File: src/rtl/alu_operand_sequencer_if.sv
// rtl/alu_operand_sequencer_if.sv - request/ALU/response bundle; adds rsp_par when ALU_SEQ_PARITY_EN is defined
interface alu_operand_sequencer_if #(
  parameter int SEQ_W = 8
);
  logic             req_valid;
  logic             req_ready;
  logic [9:0]       req_vec;
  logic [9:0]       alu_pi;
  logic [5:0]       alu_po;
  logic             rsp_valid;
  logic             rsp_ready;
  logic [5:0]       rsp_data;
  logic [SEQ_W-1:0] rsp_seq;
  logic             busy;
`ifdef ALU_SEQ_PARITY_EN
  logic             rsp_par;

  modport slave (
    input  req_valid, req_vec, alu_po, rsp_ready,
    output req_ready, alu_pi, rsp_valid, rsp_data, rsp_seq, busy, rsp_par
  );

  modport master (
    output req_valid, req_vec, alu_po, rsp_ready,
    input  req_ready, alu_pi, rsp_valid, rsp_data, rsp_seq, busy, rsp_par
  );
`else
  modport slave (
    input  req_valid, req_vec, alu_po, rsp_ready,
    output req_ready, alu_pi, rsp_valid, rsp_data, rsp_seq, busy
  );

  modport master (
    output req_valid, req_vec, alu_po, rsp_ready,
    input  req_ready, alu_pi, rsp_valid, rsp_data, rsp_seq, busy
  );
`endif
endinterface

File: src/rtl/alu_operand_sequencer.sv
// rtl/alu_operand_sequencer.sv - FIFO-fed issue stage holding ALU inputs for a multicycle settle, then capturing the result
// Optional ALU_SEQ_PARITY_EN adds a registered XOR-parity of the captured result.
module alu_operand_sequencer #(
  parameter int FIFO_DEPTH    = 4,
  parameter int SETTLE_CYCLES = 2,
  parameter int SEQ_W         = 8
) (
  input  logic                   clk,
  input  logic                   rst_n,
  alu_operand_sequencer_if.slave bus
);

  localparam logic [1:0] S_IDLE   = 2'd0;
  localparam logic [1:0] S_SETTLE = 2'd1;
  localparam logic [1:0] S_HOLD   = 2'd2;

  localparam int PTR_W = $clog2(FIFO_DEPTH);
  localparam int CNT_W = $clog2(SETTLE_CYCLES) + 1;

  localparam logic [CNT_W-1:0] CNT_LOAD = CNT_W'(SETTLE_CYCLES - 1);
  localparam logic [PTR_W:0]   CNT_FULL = (PTR_W + 1)'(FIFO_DEPTH);

  logic [9:0]       r_mem [FIFO_DEPTH];
  logic [PTR_W-1:0] r_wr_ptr;
  logic [PTR_W-1:0] r_rd_ptr;
  logic [PTR_W:0]   r_count;
  logic             r_req_ready;

  logic [1:0]       r_state;
  logic [CNT_W-1:0] r_cnt;
  logic [9:0]       r_alu_pi;
  logic [5:0]       r_rsp_data;
  logic             r_rsp_valid;
  logic [SEQ_W-1:0] r_rsp_seq;

  logic             w_empty;
  logic             w_push;
  logic             w_load;
  logic             w_capture;
  logic [PTR_W:0]   w_count_nxt;

  assign w_empty   = (r_count == '0);
  assign w_push    = bus.req_valid & r_req_ready;
  // A pop is exactly a load of alu_pi: from IDLE, or straight out of HOLD on the response handshake.
  assign w_load    = !w_empty &&
                     ((r_state == S_IDLE) || ((r_state == S_HOLD) && bus.rsp_ready));
  assign w_capture = (r_state == S_SETTLE) && (r_cnt == '0);

  always_comb begin
    w_count_nxt = r_count;
    case ({w_push, w_load})
      2'b10:   w_count_nxt = r_count + (PTR_W + 1)'(1);
      2'b01:   w_count_nxt = r_count - (PTR_W + 1)'(1);
      default: w_count_nxt = r_count;
    endcase
  end

  always_ff @(posedge clk) begin
    if (w_push) begin
      r_mem[r_wr_ptr] <= bus.req_vec;
    end
  end

  always_ff @(posedge clk or negedge rst_n) begin
    if (!rst_n) begin
      r_wr_ptr    <= '0;
      r_rd_ptr    <= '0;
      r_count     <= '0;
      r_req_ready <= 1'b1;
    end else begin
      if (w_push) begin
        r_wr_ptr <= r_wr_ptr + PTR_W'(1);
      end
      if (w_load) begin
        r_rd_ptr <= r_rd_ptr + PTR_W'(1);
      end
      r_count     <= w_count_nxt;
      r_req_ready <= (w_count_nxt != CNT_FULL);
    end
  end

  always_ff @(posedge clk or negedge rst_n) begin
    if (!rst_n) begin
      r_state     <= S_IDLE;
      r_cnt       <= '0;
      r_alu_pi    <= '0;
      r_rsp_data  <= '0;
      r_rsp_valid <= 1'b0;
      r_rsp_seq   <= '0;
    end else begin
      case (r_state)
        S_IDLE: begin
          if (w_load) begin
            r_alu_pi <= r_mem[r_rd_ptr];
            r_cnt    <= CNT_LOAD;
            r_state  <= S_SETTLE;
          end
        end
        S_SETTLE: begin
          if (w_capture) begin
            r_rsp_data  <= bus.alu_po;
            r_rsp_valid <= 1'b1;
            r_state     <= S_HOLD;
          end else begin
            r_cnt <= r_cnt - CNT_W'(1);
          end
        end
        S_HOLD: begin
          if (bus.rsp_ready) begin
            r_rsp_valid <= 1'b0;
            r_rsp_seq   <= r_rsp_seq + SEQ_W'(1);
            if (w_load) begin
              r_alu_pi <= r_mem[r_rd_ptr];
              r_cnt    <= CNT_LOAD;
              r_state  <= S_SETTLE;
            end else begin
              r_state <= S_IDLE;
            end
          end
        end
        default: begin
          r_state <= S_IDLE;
        end
      endcase
    end
  end

`ifdef ALU_SEQ_PARITY_EN
  logic r_rsp_par;
  logic w_po_par;

  assign w_po_par = ^bus.alu_po;

  always_ff @(posedge clk or negedge rst_n) begin
    if (!rst_n) begin
      r_rsp_par <= 1'b0;
    end else if (w_capture) begin
      r_rsp_par <= w_po_par;
    end
  end

  assign bus.rsp_par = r_rsp_par;
`endif

  assign bus.req_ready = r_req_ready;
  assign bus.alu_pi    = r_alu_pi;
  assign bus.rsp_valid = r_rsp_valid;
  assign bus.rsp_data  = r_rsp_data;
  assign bus.rsp_seq   = r_rsp_seq;
  assign bus.busy      = (r_state != S_IDLE) || !w_empty;

endmodule

File: src/flat_wrapper.sv
// flat-port wrapper written by rule: the top's interface ports become plain ports
module alu_operand_sequencer_flat 
#(
  parameter int FIFO_DEPTH    = 4,
  parameter int SETTLE_CYCLES = 2,
  parameter int SEQ_W         = 8
)
  (clk, rst_n, bus_req_valid, bus_req_vec, bus_alu_po, bus_rsp_ready, bus_req_ready, bus_alu_pi, bus_rsp_valid, bus_rsp_data, bus_rsp_seq, bus_busy);
  alu_operand_sequencer_if #(.SEQ_W(SEQ_W)) bus_i ();
  input  logic clk;
  input  logic rst_n;
  input wire logic [$bits(bus_i.req_valid)-1:0] bus_req_valid;
  input wire logic [$bits(bus_i.req_vec)-1:0] bus_req_vec;
  input wire logic [$bits(bus_i.alu_po)-1:0] bus_alu_po;
  input wire logic [$bits(bus_i.rsp_ready)-1:0] bus_rsp_ready;
  output wire logic [$bits(bus_i.req_ready)-1:0] bus_req_ready;
  output wire logic [$bits(bus_i.alu_pi)-1:0] bus_alu_pi;
  output wire logic [$bits(bus_i.rsp_valid)-1:0] bus_rsp_valid;
  output wire logic [$bits(bus_i.rsp_data)-1:0] bus_rsp_data;
  output wire logic [$bits(bus_i.rsp_seq)-1:0] bus_rsp_seq;
  output wire logic [$bits(bus_i.busy)-1:0] bus_busy;
  assign bus_i.req_valid = bus_req_valid;
  assign bus_i.req_vec = bus_req_vec;
  assign bus_i.alu_po = bus_alu_po;
  assign bus_i.rsp_ready = bus_rsp_ready;
  assign bus_req_ready = bus_i.req_ready;
  assign bus_alu_pi = bus_i.alu_pi;
  assign bus_rsp_valid = bus_i.rsp_valid;
  assign bus_rsp_data = bus_i.rsp_data;
  assign bus_rsp_seq = bus_i.rsp_seq;
  assign bus_busy = bus_i.busy;
  alu_operand_sequencer #(.FIFO_DEPTH(FIFO_DEPTH), .SETTLE_CYCLES(SETTLE_CYCLES), .SEQ_W(SEQ_W)) u_core (.clk(clk), .rst_n(rst_n), .bus(bus_i));
endmodule
File: config.mk
export PLATFORM = sky130hd
export DESIGN_NAME = alu_operand_sequencer_flat
export DESIGN_NICKNAME = d
export VERILOG_FILES = /design/src/rtl/alu_operand_sequencer_if.sv /design/src/rtl/alu_operand_sequencer.sv /design/src/flat_wrapper.sv
export SDC_FILE = /design/constraint.sdc
export NUM_CORES = 1
export LEC_CHECK = 0
export CAP_MARGIN = 20
export CORE_MARGIN = 5
export CORE_UTILIZATION = 57
export DETAILED_ROUTE_END_ITERATION = 12
export PLACE_DENSITY = 0.84
export SLEW_MARGIN = 5
export SYNTH_ARGS = -nofsm -noshare
export SYNTH_HDL_FRONTEND = slang
export SYNTH_SLANG_ARGS = --single-unit
File: constraint.sdc
create_clock -name clk -period 5.4 [get_ports clk]
set_input_delay 1.08 -clock clk [delete_from_list [all_inputs] [get_ports clk]]
set_output_delay 1.08 -clock clk [all_outputs]
set_load 0.01 [all_outputs]
==> run_results.csv, run 1 <==
group,metric,value,unit
cells_and_area,fillers,324,
detailed_routing,ant_nets,0,
logic_synthesis,synth_commonest_cells,"edfxtp_1 (40), dfrtp_1 (36), mux2_2 (11)",
global_route,globalRouteTotalUtil,16.5,%
cells_and_area,fin_nets,256,
job,cap_violations,0,
clocking,cts_sinks,77,
critical_path,worstSetupPathType,"in -> reg",
hold_path,worstHoldStart,"u_core.bus.rsp_seq[7]$_DFFE_PN0P_",
floorplanning,start_util,59.7,%
power_and_ir_drop,powerDensity,558,nW/um^2
detailed_routing,avgViaCountPerCell,5.31,
timing,worst_pin_slew,670,ps
critical_path,worst-path-buf-inv,3,
logic_synthesis,synth_top_family_by_area,"multiplexers",
hold_path,hold_path.class,"reg -> reg",
cells_and_area,seqCellArea,2130,sq um
timing,hold_ws,493,ps
global_route,antenna_found_initial,0,
critical_path,crit_fanout,13,
critical_path,start_kind,"primary input",
detailed_routing,via_count,1610,
global_route,grt_max_degree,38,
logic_synthesis,async_reset_ff_share,48.1,%
detailed_routing,drc,0,
timing,max_slew_margin,55.4,%
floorplanning,die_w,83.9,um
timing,skew,10.3,ps
timing,post-route-period-util,65.1,%
detailed_routing,drtPass1Iterations,4,
clocking,htree_num_levels,3,
clocking,cts_tree,"built",
global_route,overflow,0,
floorplanning,die_area,7030,sq um
cells_and_area,diodes,0,
floorplanning,coreArea,5200,sq um
critical_path,cp_cell_sequence,"clkdlybuf4s50_1, and2b_1, nor3_4, buf_4, ha_1, inv_1, fa_1, xor2_1, or3_1, a211o_1",
power_and_ir_drop,vdd_drop_max,293,uV
logic_synthesis,synth_xor_xnor_area_share,3.38,%
logic_synthesis,yosysSeqAreaShare,68.5,%
global_route,grt_pass1_wl,8710,um
logic_synthesis,ys_ff_latch,77,
critical_path,critPathTopFamily,"buffers and inverters",
placed_design,gp_congestion,0.758,
clocking,ctsLongestPathBuffers,2,
critical_path,cp_slowest_stage_delay,500,ps
clocking,clk_pin_slew,70,ps
critical_path,cpMaxStageDelayCell,"clkdlybuf4s50_1",
timing,maxSlewViolCount,0,
cells_and_area,multiInputGateArea,917,sq um
timing,fmax,285,MHz
timing,final-setup-viol-count,0,
logic_synthesis,synth-compound-area-share,1.05,%
timing,setup_tns,0,ps
cells_and_area,drive_gt1_share,18.9,%
floorplanning,die_y,83.9,um
logic_synthesis,ys.flop_type,"edfxtp_1",
run_status,status,"complete, no violations",
logic_synthesis,syn_inst,173,
placed_design,portBuffers,46,
critical_path,worst_setup_path_end_kind,"flop",
detailed_routing,drt-initial-drc-count,51,
logic_synthesis,synth_fa_ha_area_share,3.46,%
critical_path,cp.required,5670,ps
logic_synthesis,synth.area.mux_share,15.7,%
clocking,cts_resized,0,
logic_synthesis,synth_area_leader_cell,"edfxtp_1",
detailed_routing,wl,5230,um
timing,rsz0062_at_grt,"false",
logic_synthesis,avgSynthCellArea,18.0,sq um
logic_synthesis,synth-simple-area-share,5.96,%
clocking,clock_latency,340,ps
clocking,root_buffer,"clkbuf_8",
floorplanning,rows,26,
cells_and_area,final_cells,303,
placed_design,dp_hpwl,3670,um
floorplanning,ios,47,
critical_path,crit_path_start,"bus_rsp_ready",
clocking,cts_hold_buf,0,
timing,min_period,3510,ps
power_and_ir_drop,leakage,1.52,nW
logic_synthesis,yosysWarnings,0,
clocking,cts_setup_buffers,0,
placed_design,dp.cells,287,
logic_synthesis,synth_most_common_cell,"edfxtp_1",
detailed_routing,wire_per_inst,17.3,um
cells_and_area,syn2layout_area_growth,22.9,%
logic_synthesis,synthesis.area,3110,sq um
global_route,grt_pass1_vias,1739,
clocking,cts_made_buffers,9,
logic_synthesis,synth_nets,201,
timing,finalHoldViolCount,0,
logic_synthesis,netlist.area_leader.share,38.6,%
critical_path,r2r-start,"u_core.r_state[1]$_DFFE_PN0P_",
critical_path,arrival,3780,ps
logic_synthesis,synth_edf_count,40,
logic_synthesis,ys_types,33,
logic_synthesis,synth.area.top_cells,"edfxtp_1 (39%), dfrtp_1 (29%), mux4_2 (5.8%)",
==> sequential cells by signal (all words and copies together) (netlist names), 3 cells and up <==
name / count
u_core.r_count: 3
u_core.r_mem: 40
u_core.bus.rsp_data: 6
u_core.bus.rsp_seq: 8
u_core.bus.alu_pi: 10
==> cell families after synthesis <==
family                     after synthesis
buffers and inverters                   12
AOI/OAI and AO/OA                        5
muxes                                   30
and+or+nand+nor                         29
adders and majority gates                8
xor gates and xnor gates                12
DFF                                     77
==> placed cells by master (no fill, tap or decap), types with 5 or more instances in the layout <==
cell and count:
clkdlybuf4s50_1 46, edfxtp_1 40, dfrtp_1 36, mux2_2 11, clkbuf_8 9, inv_1 8
mux4_2 8, mux2_4 8, xor2_1 7, nand2_1 7, ha_1 7, xnor2_1 5
and3_1 5
==> stage by stage <==
| step | worst slack [ps] | utilization (%) | area, sq um | power (mW) |
|---|---|---|---|---|
| 2_1_floorplan | 2220 | - | 3110 | 1.45 |
| 3_3_place_gp | 1660 | 69.9 | 3640 | 1.70 |
| 3_5_place_dp | 1520 | 69.9 | 3640 | 1.75 |
| 4_1_cts | 1890 | 73.4 | 3820 | 2.15 |
| 5_1_grt | 1780 | 73.4 | 3820 | 2.26 |
| 6_report | 1890 | 73.4 | 3820 | 2.13 |
==> per-layer routing <==
layer | global-route usage [%] | routed length (um)
met2 | 28.0 | 2630
met1 | 19.4 | 2220
met5 | 0 | 0
met4 | 8.33 | 87
met3 | 4.15 | 298
==> worst paths after layout <==
check / to / slack, ps / depth (start not counted)
worst max-delay path: u_core.bus.req_ready$_DFF_PN1_ / 1890 / 10
worst min-delay path: u_core.bus.rsp_seq[7]$_DFFE_PN0P_ / 490 / 1
worst max register to register: u_core.bus.req_ready$_DFF_PN1_ / 2710 / 9
worst min register to register: u_core.bus.rsp_seq[7]$_DFFE_PN0P_ / 490 / 1
max in group asynchronous: u_core.bus.req_ready$_DFF_PN1_ / 3910 / 2
min in group asynchronous: u_core.bus.rsp_seq[6]$_DFFE_PN0P_ / 1150 / 2
==> final cells by class <==
class | instances | area share [%]
clock buffer | 10 | 3.34
clock inverter | 6 | 1.41
inverter | 8 | 0.786
multi-input combinational | 84 | 24.0
sequential | 77 | 55.7
tap | 70 | 2.29
timing repair buffer | 48 | 12.4
==> report_power, final <==
| group | total [mW] | switching [mW] | internal (mW) | leakage, nW |
|---|---|---|---|---|
| Clock | 0.404 | 0.196 | 0.208 | 0.0888 |
| Sequential | 0.956 | 0.146 | 0.810 | 0.812 |
| Combinational | 0.770 | 0.310 | 0.460 | 0.619 |
No activity file was read; power rests on OpenSTA's default activity.
==> inputs of run 2 (changes only) <==
Settings changed: CORE_UTILIZATION 57 to 53, PLACE_DENSITY 0.84 to 0.78.
Clock period 5.4 ns to 3.3 ns, I/O delays scaled along.
==> run 2 against run 1 <==
Against the previous run: largest power group unchanged; routed wire length rose by 1.5%; flip-flop and latch count unchanged; largest cell class unchanged; cell area is 0.23% lower; total power is 63% higher; clock power is 59% higher; register-to-register slack lost 1800 ps; cell count is 0.33% higher; highest routed layer unchanged.
==> run_results.csv, run 2 (same netlist as run 1, synthesis figures left out) <==
group,metric,value,unit
global_route,grt_pass1_vias,1752,
power_and_ir_drop,powerDensity,908,nW/um^2
detailed_routing,via_count,1646,
power_and_ir_drop,clockPowerShare,18.6,%
critical_path,r2r-start,"u_core.r_state[1]$_DFFE_PN0P_",
clocking,ctsLongestPathBuffers,2,
clocking,cts_resized,0,
timing,worst_pin_slew,816,ps
clocking,clk_pin_slew,80,ps
detailed_routing,avgViaCountPerCell,5.41,
placed_design,place_ws,157,ps
global_route,grt_pass1_wl,8760,um
cells_and_area,seqCellArea,2130,sq um
clocking,cts_made_buffers,9,
floorplanning,die_area,7500,sq um
detailed_routing,wire_per_inst,17.5,um
power_and_ir_drop,p_comb_share,36.2,%
hold_path,hold_path.class,"in -> async",
placed_design,portBuffers,46,
timing,min_period,2780,ps
run_status,status,"complete, no violations",
detailed_routing,drt-initial-drc-count,60,
timing,maxSlewViolCount,0,
critical_path,crit_path_start,"bus_rsp_ready",
critical_path,rr_worst_depth,8,
critical_path,worst_setup_path_end_kind,"flop",
clocking,cts_setup_buffers,0,
floorplanning,start_util,55.4,%
critical_path,cp_slowest_stage_delay,510,ps
cells_and_area,largest_reg_flops,40,
cells_and_area,regMostFlops,"u_core.r_mem",
cells_and_area,final_common_cell,"clkdlybuf4s50_1",
cells_and_area,fillers,405,
floorplanning,rows,27,
cells_and_area,multiInputGateArea,917,sq um
job,cap_violations,0,
cells_and_area,drive_gt1_share,20.7,%
clocking,cts_hold_buf,0,
floorplanning,coreArea,5610,sq um
critical_path,r2r_end,"u_core.bus.req_ready$_DFF_PN1_",
floorplanning,die_y,86.6,um
global_route,antenna_found_initial,0,
critical_path,arrival,3060,ps
placed_design,dp_hpwl,3700,um
clocking,clock_latency,340,ps
power_and_ir_drop,leakage,1.52,nW
critical_path,worstSetupPathType,"in -> reg",
clocking,root_buffer,"clkbuf_8",
timing,final-setup-viol-count,0,
floorplanning,ios,47,
power_and_ir_drop,vdd_drop_max,443,uV
detailed_routing,drc,0,
cells_and_area,fin_nets,255,
placed_design,dp.cells,288,
cells_and_area,final_cell_mix,"clkdlybuf4s50_1 (45), edfxtp_1 (40), dfrtp_1 (36), mux2_2 (11), clkbuf_8 (10)",
power_and_ir_drop,power_frac_seq,45.1,%
detailed_routing,drtPass1Iterations,4,
timing,rsz0062_at_grt,"false",
cells_and_area,diodes,0,
clocking,htree_num_levels,3,
critical_path,crit_fanout,4,
placed_design,gp_congestion,0.798,
timing,fmax,360,MHz
power_and_ir_drop,p_int,2.37,mW
power_and_ir_drop,p_switching,1.09,mW
timing,worst_slack,520,ps
floorplanning,die_w,86.6,um
power_and_ir_drop,swShare,31.4,%
critical_path,rrSetupSlack,940,ps
cells_and_area,syn2layout_area_growth,22.6,%
timing,finalHoldViolCount,0,
critical_path,cp_cell_sequence,"clkdlybuf4s50_1, and2b_1, nor3_4, ha_1, inv_1, fa_1, xor2_1, or3_1, a211o_1",
global_route,globalRouteTotalUtil,15.9,%
timing,max_slew_margin,45.6,%
global_route,grt_max_degree,38,
detailed_routing,ant_nets,0,
timing,skew,7.84,ps
critical_path,cpMaxStageDelayCell,"clkdlybuf4s50_1",
timing,post-route-period-util,84.2,%
timing,setup_tns,0,ps
critical_path,cp.required,3580,ps
global_route,overflow,0,
cells_and_area,final_cells,304,
clocking,cts_sinks,77,
critical_path,start_kind,"primary input",
detailed_routing,wl,5310,um
clocking,cts_tree,"built",
run 2: cell types whose count changed in the layout (fill, tap and decap cells not counted), sizes merged:
| cell | delta |
|---|---|
| clkdlybuf4s50 | -1 |
| clkinv | -2 |
| bufinv | -1 |
| inv | +3 |
run 2: layout make-up:
| cell class | instances | share of cell area, % |
|---|---|---|
| multi-input cells | 84 | 24.1 |
| repair buffers | 47 | 12.1 |
| flip-flops and latches | 77 | 55.8 |
| well taps | 72 | 2.36 |
| clock buffers | 10 | 3.61 |
| clock inverters | 6 | 1.18 |
| inverters | 8 | 0.788 |
run 2: worst max-delay path by stage:
stage          slack (ps)  cells after the start                              to
4_1_cts               520                      9  u_core.bus.req_ready$_DFF_PN1_
3_5_place_dp          160                      9  u_core.bus.req_ready$_DFF_PN1_
6_report              520                      9  u_core.bus.req_ready$_DFF_PN1_
3_3_place_gp          230                      9  u_core.bus.req_ready$_DFF_PN1_
2_1_floorplan         540                      9  u_core.bus.req_ready$_DFF_PN1_
5_1_grt               400                      9  u_core.bus.req_ready$_DFF_PN1_
run 2: critical path: cells and delay by family:
family | cells | cell delay [ps]
buf+inv | 2 | 580
xor+xnor | 1 | 160
fa+ha+maj | 2 | 630
simple gates | 3 | 730
compound gates | 1 | 300
run 2: through the flow:
| step | hold WS [ps] | utilization [%] | cell area, sq um | total power [mW] |
|---|---|---|---|---|
| 5_1_grt | 472 | 68.0 | 3810 | 3.70 |
| 6_report | 404 | 68.0 | 3810 | 3.46 |
| 3_5_place_dp | 456 | 64.7 | 3630 | 2.86 |
| 2_1_floorplan | 364 | - | 3110 | 2.38 |
| 3_3_place_gp | 453 | 64.7 | 3630 | 2.77 |
| 4_1_cts | 416 | 68.0 | 3810 | 3.51 |
run 2: power by group through the flow:
stage	logic [mW]	registers [mW]	clock network, mW
global placement	1.21	1.56	0
global route	1.37	1.62	0.707
finish	1.25	1.56	0.644
floorplan	0.840	1.54	0
CTS	1.28	1.57	0.661
detailed placement	1.27	1.59	0
run 2: per-layer routing:
metal | vias to the layer above | GRT usage, % | wire (um)
li1 | 754 | - | -
met5 | - | 0 | 0
met2 | 47 | 26.7 | 2760
met1 | 839 | 18.7 | 2100
met3 | 6 | 4.94 | 379
met4 | 0 | 7.22 | 72
